===== config.mk =====
export PLATFORM = sky130hd
export DESIGN_NAME = prod_accum_flat
export DESIGN_NICKNAME = d
export VERILOG_FILES = /design/src/rtl/prod_accum_if.sv /design/src/rtl/prod_accum.sv /design/src/flat_wrapper.sv
export SDC_FILE = /design/constraint.sdc
export NUM_CORES = 1
export LEC_CHECK = 0
export CAP_MARGIN = 25
export CORE_MARGIN = 10
export CORE_UTILIZATION = 51
export CTS_BUF_LIST = sky130_fd_sc_hd__clkbuf_4 sky130_fd_sc_hd__clkbuf_8
export DETAILED_ROUTE_END_ITERATION = 10
export MAX_ROUTING_LAYER = met4
export PLACE_DENSITY = 0.83
export SYNTH_ARGS = -nofsm -noshare
export SYNTH_HDL_FRONTEND = slang
export SYNTH_SLANG_ARGS = --single-unit
export TNS_END_PERCENT = 10

===== constraint.sdc =====
create_clock -name clk -period 2.55 [get_ports clk]
set_clock_uncertainty 0.05 [all_clocks]
set_input_delay 0.3825 -clock clk [delete_from_list [all_inputs] [get_ports clk]]
set_output_delay 0.3825 -clock clk [all_outputs]
set_load 0.02 [all_outputs]

===== src/rtl/prod_accum_if.sv =====
// Product-side handshake between the shift-add multiplier and prod_accum.
// The master (multiplier) drives in_valid/in_prod, and the slave (accumulator) drives in_ready.
interface prod_accum_if #(
    parameter int SIZE = 8
);
    logic                in_valid;
    logic [2*SIZE-1:0]   in_prod;
    logic                in_ready;

    modport master (
        output in_valid,
        output in_prod,
        input  in_ready
    );

    modport slave (
        input  in_valid,
        input  in_prod,
        output in_ready
    );
endinterface


===== src/rtl/prod_accum.sv =====
// prod_accum: multiply-accumulate back end that sums TERMS unsigned products per frame.
// Optional build macro PROD_ACCUM_SATURATE_EN: when defined, acc_out clamps at 2^ACC_W-1
// on overflow and stays clamped for the rest of the frame; otherwise acc_out wraps.
//
// state | meaning
// ------+--------------------------------------------------------------
// IDLE  | waiting for start; results of the last frame are held
// ACCUM | accepting products; start here restarts the frame
// DONE  | single-cycle acc_valid strobe; start and in_valid are ignored
module prod_accum #(
    parameter int SIZE  = 8,
    parameter int TERMS = 8,
    parameter int ACC_W = 18
) (
    input  logic             clk,
    input  logic             reset,
    input  logic             start,
    prod_accum_if.slave      prod_bus,
    output logic [ACC_W-1:0] acc_out,
    output logic             acc_valid,
    output logic             busy,
    output logic [7:0]       term_cnt,
    output logic             overflow
);

    localparam int         PROD_W = 2 * SIZE;
    localparam int         SUM_W  = ACC_W + 1;
    localparam logic [7:0] LAST   = 8'(TERMS - 1);

    typedef enum logic [1:0] {
        IDLE  = 2'd0,
        ACCUM = 2'd1,
        DONE  = 2'd2
    } state_t;

    state_t state;
    state_t state_next;

    logic             in_ready;
    logic             xfer;
    logic             clear;
    logic             last_xfer;
    logic [SUM_W-1:0] prod_ext;
    logic [SUM_W-1:0] sum_ext;
    logic             carry;

    // A product presented in the same cycle as a restart is dropped, so start masks the transfer.
    assign xfer      = prod_bus.in_valid & in_ready & ~start;
    assign clear     = start & ((state == IDLE) || (state == ACCUM));
    assign last_xfer = xfer & (term_cnt == LAST);

    assign prod_ext = SUM_W'(prod_bus.in_prod);
    assign sum_ext  = {1'b0, acc_out} + prod_ext;
    assign carry    = sum_ext[ACC_W];

    assign prod_bus.in_ready = in_ready;

    // State register; reset wins over every other input.
    always_ff @(posedge clk) begin
        if (reset) begin
            state <= IDLE;
        end else begin
            state <= state_next;
        end
    end

    // Next-state decode.
    always_comb begin
        state_next = state;
        case (state)
            IDLE: begin
                if (start) begin
                    state_next = ACCUM;
                end
            end
            ACCUM: begin
                if (last_xfer) begin
                    state_next = DONE;
                end
            end
            DONE: begin
                state_next = IDLE;
            end
            default: begin
                state_next = IDLE;
            end
        endcase
    end

    // Handshake and status outputs decode the registered state only, never in_valid.
    always_comb begin
        in_ready  = 1'b0;
        busy      = 1'b0;
        acc_valid = 1'b0;
        case (state)
            ACCUM: begin
                in_ready = 1'b1;
                busy     = 1'b1;
            end
            DONE: begin
                acc_valid = 1'b1;
            end
            default: begin
                in_ready  = 1'b0;
                busy      = 1'b0;
                acc_valid = 1'b0;
            end
        endcase
    end

    // Accumulator, term counter and sticky overflow; all hold through DONE and IDLE.
    always_ff @(posedge clk) begin
        if (reset) begin
            acc_out  <= '0;
            term_cnt <= '0;
            overflow <= 1'b0;
        end else if (clear) begin
            acc_out  <= '0;
            term_cnt <= '0;
            overflow <= 1'b0;
        end else if (xfer) begin
            term_cnt <= term_cnt + 8'd1;
            overflow <= overflow | carry;
`ifdef PROD_ACCUM_SATURATE_EN
            if (overflow || carry) begin
                acc_out <= '1;
            end else begin
                acc_out <= sum_ext[ACC_W-1:0];
            end
`else
            acc_out <= sum_ext[ACC_W-1:0];
`endif
        end
    end

endmodule

===== src/flat_wrapper.sv =====
// flat-port wrapper written by rule: the top's interface ports become plain ports
module prod_accum_flat 
#(
    parameter int SIZE  = 8,
    parameter int TERMS = 8,
    parameter int ACC_W = 18
)
  (clk, reset, start, acc_out, acc_valid, busy, term_cnt, overflow, prod_bus_in_valid, prod_bus_in_prod, prod_bus_in_ready);
  prod_accum_if #(.SIZE(SIZE)) prod_bus_i ();
  input  logic clk;
  input  logic reset;
  input  logic start;
  output logic [ACC_W-1:0] acc_out;
  output logic acc_valid;
  output logic busy;
  output logic [7:0] term_cnt;
  output logic overflow;
  input wire logic [$bits(prod_bus_i.in_valid)-1:0] prod_bus_in_valid;
  input wire logic [$bits(prod_bus_i.in_prod)-1:0] prod_bus_in_prod;
  output wire logic [$bits(prod_bus_i.in_ready)-1:0] prod_bus_in_ready;
  assign prod_bus_i.in_valid = prod_bus_in_valid;
  assign prod_bus_i.in_prod = prod_bus_in_prod;
  assign prod_bus_in_ready = prod_bus_i.in_ready;
  prod_accum #(.SIZE(SIZE), .TERMS(TERMS), .ACC_W(ACC_W)) u_core (.clk(clk), .reset(reset), .start(start), .prod_bus(prod_bus_i), .acc_out(acc_out), .acc_valid(acc_valid), .busy(busy), .term_cnt(term_cnt), .overflow(overflow));
endmodule

==> load_flow_metrics.sql, run 1 <==
INSERT INTO impl_metrics (metric_group, metric, value, unit) VALUES
('run_status', 'run_status', 'complete, no violations', ''),
('critical_path', 'path_class', 'in -> reg', ''),
('floorplanning', 'fp-row-count', '22', ''),
('global_route', 'gr-total-overflow', '0', ''),
('yosys', 'synth_top_cell_area_share', '29.8', '%'),
('placement', 'dp_wirelength', '3830', 'µm'),
('power', 'peak_supply_drop', '0.246', 'mV'),
('yosys', 'total_nets_after_synthesis', '281', ''),
('critical_path', 'crit_fanout', '3', ''),
('clock_network', 'postCtsHoldBufs', '0', ''),
('clock_network', 'clock_net_sink_count', '29', ''),
('final_layout', 'layout.nets', '342', ''),
('detailed_routing', 'vias', '1928', ''),
('worst_hold_path', 'type_of_the_worst_min_delay_path', 'reg -> reg', ''),
('final_layout', 'number_of_fill_cells', '307', ''),
('clock_network', 'postCtsResizedCells', '0', ''),
('critical_path', 'arrival', '2.58', 'ns'),
('final_layout', 'area_growth_syn_to_layout', '35.9', '%'),
('floorplanning', 'chipWidth', '81.8', 'µm'),
('placement', 'dpl_worst_slack', '-0.174', 'ns'),
('detailed_routing', 'drtAntennaViolNets', '0', ''),
('floorplanning', 'effective_utilization_at_floorplan', '52.7', '%'),
('clock_network', 'clockBufferDepth', '2', ''),
('sta', 'final.setup.tns', '0', 'ns'),
('sta', 'count_of_endpoints_failing_setup_in_the_final_report', '0', ''),
('power', 'p_per_area', '376', 'mW/mm²'),
('yosys', 'yosysWarningCount', '0', ''),
('sta', 'setup_slack', '0.138', 'ns'),
('detailed_routing', 'via_per_inst', '5.46', ''),
('yosys', 'synthDominantAreaCellType', 'dfxtp_1', ''),
('global_route', 'grt_antenna_before_repair', '0', ''),
('critical_path', 'crit_required', '2.72', 'ns'),
('critical_path', 'startpoint_type', 'input port', ''),
('yosys', 'synth_top_family_by_area', 'simple AND/OR/NAND/NOR gates', ''),
('yosys', 'synth.cell_area', '0.00195', 'mm²'),
('detailed_routing', 'route.final.wire_length', '4960', 'µm'),
('floorplanning', 'coreArea', '0.00369', 'mm²'),
('yosys', 'yosys.cell_types.count', '44', ''),
('global_route', 'largest_net_degree_at_the_start_of_global_routing', '16', ''),
('final_layout', 'stdcell_count', '353', ''),
('sta', 'final.min_clock_period', '2.41', 'ns'),
('clock_network', 'clk_pin_slew_worst_paths', '0.07', 'ns'),
('yosys', 'synth_area_per_cell', '8.01', 'µm²'),
('sta', 'hold-worst-slack', '0.406', 'ns'),
('clock_network', 'postCtsSetupRepairBufs', '0', ''),
('yosys', 'yosys.area_share.adder', '12.0', '%'),
('clock_network', 'clk_latency', '0.28', 'ns'),
('yosys', 'post_synth_main_area_contributors', 'dfxtp_1, ha_1, a21oi_1, nand2_1, nor2_1', ''),
('floorplanning', 'design.die.area', '0.00669', 'mm²'),
('detailed_routing', 'drt_pass1_iterations', '4', ''),
('yosys', 'synth-edff-count', '0', ''),
('power', 'power.total', '0.994', 'mW'),
('yosys', 'post_synth_xor_area_fraction', '8.10', '%'),
('final_layout', 'diodes_inserted', '0', ''),
('clock_network', 'ctsHtreeMaxLevel', '2', ''),
('yosys', 'synth_flop_cell', 'dfxtp_1', ''),
('floorplanning', 'die-height', '81.8', 'µm'),
('final_layout', 'layout-drive-gt1-share', '11.1', '%'),
('yosys', 'synth_compound_gate_area_share', '22.2', '%'),
('yosys', 'postSynth.asyncResetShare', '0', '%'),
('sta', 'max_freq', '415', 'MHz'),
('clock_network', 'root_buffer', 'clkbuf_8', ''),
('placement', 'place.detailed.instances', '345', ''),
('sta', 'timing.final.crit_share', '94.6', '%'),
('yosys', 'synth-seq-area-share', '29.8', '%'),
('yosys', 'synthesis_stage_register_bit_count', '29', ''),
('global_route', 'grt_pass1_wl', '8250', 'µm'),
('sta', 'final-max-slew-violation-count', '0', ''),
('yosys', 'synthCells', '243', ''),
('global_route', 'grt_pass1_vias', '1852', ''),
('critical_path', 'crit_path_end_kind', 'register', '');
==> final timing paths <==
| path | from | end | depth (start not counted) | slack, ns |
|---|---|---|---|---|
| setup / recovery | prod_bus_in_prod[0] | u_core.acc_out[14] | 11 | 0.14 |
| hold / removal | u_core.overflow | u_core.overflow | 2 | 0.41 |
| setup reg to reg | u_core.acc_out[0] | u_core.acc_out[14] | 10 | 0.33 |
| hold reg to reg | u_core.overflow | u_core.overflow | 2 | 0.41 |
==> through the flow <==
stage,instance area [µm²],util (%)
detailed placement,2550,69.2
global route,2640,71.7
CTS,2640,71.5
floorplan,1950,-
global placement,2550,69.2
finish,2640,71.7
==> synthesized netlist by cell type, types with 2 or more instances <==
library cell	number
a21oi_1	28
nand3b_1	2
buf_4	3
a21o_1	5
nand4_1	8
dfxtp_1	29
o41ai_2	3
o21ai_0	7
nor3b_1	2
nor2_1	24
nor3_1	4
xnor2_1	10
nand2_1	32
clkbuf_1	3
o21bai_1	4
ha_1	17
o31ai_1	2
buf_2	3
or4_1	2
inv_1	10
xor2_1	8
nand3_1	9
o211ai_1	2
nand2b_1	4
o22ai_1	2
a21oi_2	2
==> cell families after synthesis <==
group | count (synthesis)
flops | 29
simple gates | 94
fa+ha+maj | 18
compound gates | 65
buf+inv | 19
xor+xnor | 18
==> sequential cells by signal, indices dropped and copies added, names as in the netlist <==
register and count:
u_core.acc_out 18, u_core.term_cnt 8, u_core.state 2, u_core.overflow 1
==> metal layers <==
layer  track usage, %  share of wire [%]
met5                -                  0
met4             5.95                1.6
met3             3.60                6.2
met2             24.8                 48
met1             18.7                 44
==> power by group <==
group          total, mW  switching (mW)  internal [mW]
Clock              0.377           0.189          0.188
Sequential         0.461         0.00370          0.457
Combinational      0.156          0.0805         0.0751
Total              0.994           0.273          0.720
==> worst max-delay path, cell delays in order <==
cell and delay (ns):
clkdlybuf4s50_1 0.46, ha_1 0.17, inv_1 0.06, fa_1 0.37, nand2b_1 0.18, a21oi_2 0.16, nor2_2 0.08, o41ai_2 0.31
xor2_1 0.21, nand2_1 0.07, a21oi_1 0.13
==> cells in the final DEF, fill, tap and decap left out, drive strengths merged, types with 3 or more instances in the layout <==
cell,netlist,final
o21bai,4,4
ha,17,17
a21oi,30,30
nor2,25,25
clkbuf,3,5
dfxtp,29,29
o41ai,3,3
clkdlybuf4s50,0,49
buf,6,14
o21ai,9,9
nand3,9,9
nand2b,4,4
xnor2,10,10
nand4,8,8
nor3,4,4
nor3b,3,3
a21o,5,5
nand2,32,32
inv,10,10
xor2,8,8
==> area by class of cell <==
type                    count  area, µm²  area share [%]
multi-input cells         195       1280            48.6
repair buffers             63        596            22.5
flip-flops and latches     29        581            22.0
clock buffers               5       68.8            2.60
well taps                  48       60.1            2.27
inverters                  10       37.5            1.42
clock inverters             3       17.5           0.663
No activity file was read; power rests on OpenSTA's default activity.
==> run 2, diff against run 1 <==
--- a/config.mk
+++ b/config.mk
@@ -5,7 +5,6 @@
 export SDC_FILE = /design/constraint.sdc
 export NUM_CORES = 1
 export LEC_CHECK = 0
-export CAP_MARGIN = 25
 export CORE_MARGIN = 10
 export CORE_UTILIZATION = 51
 export CTS_BUF_LIST = sky130_fd_sc_hd__clkbuf_4 sky130_fd_sc_hd__clkbuf_8
==> results of run 2 <==
No change in the layout: final DEF, timing and power equal those of run 1.
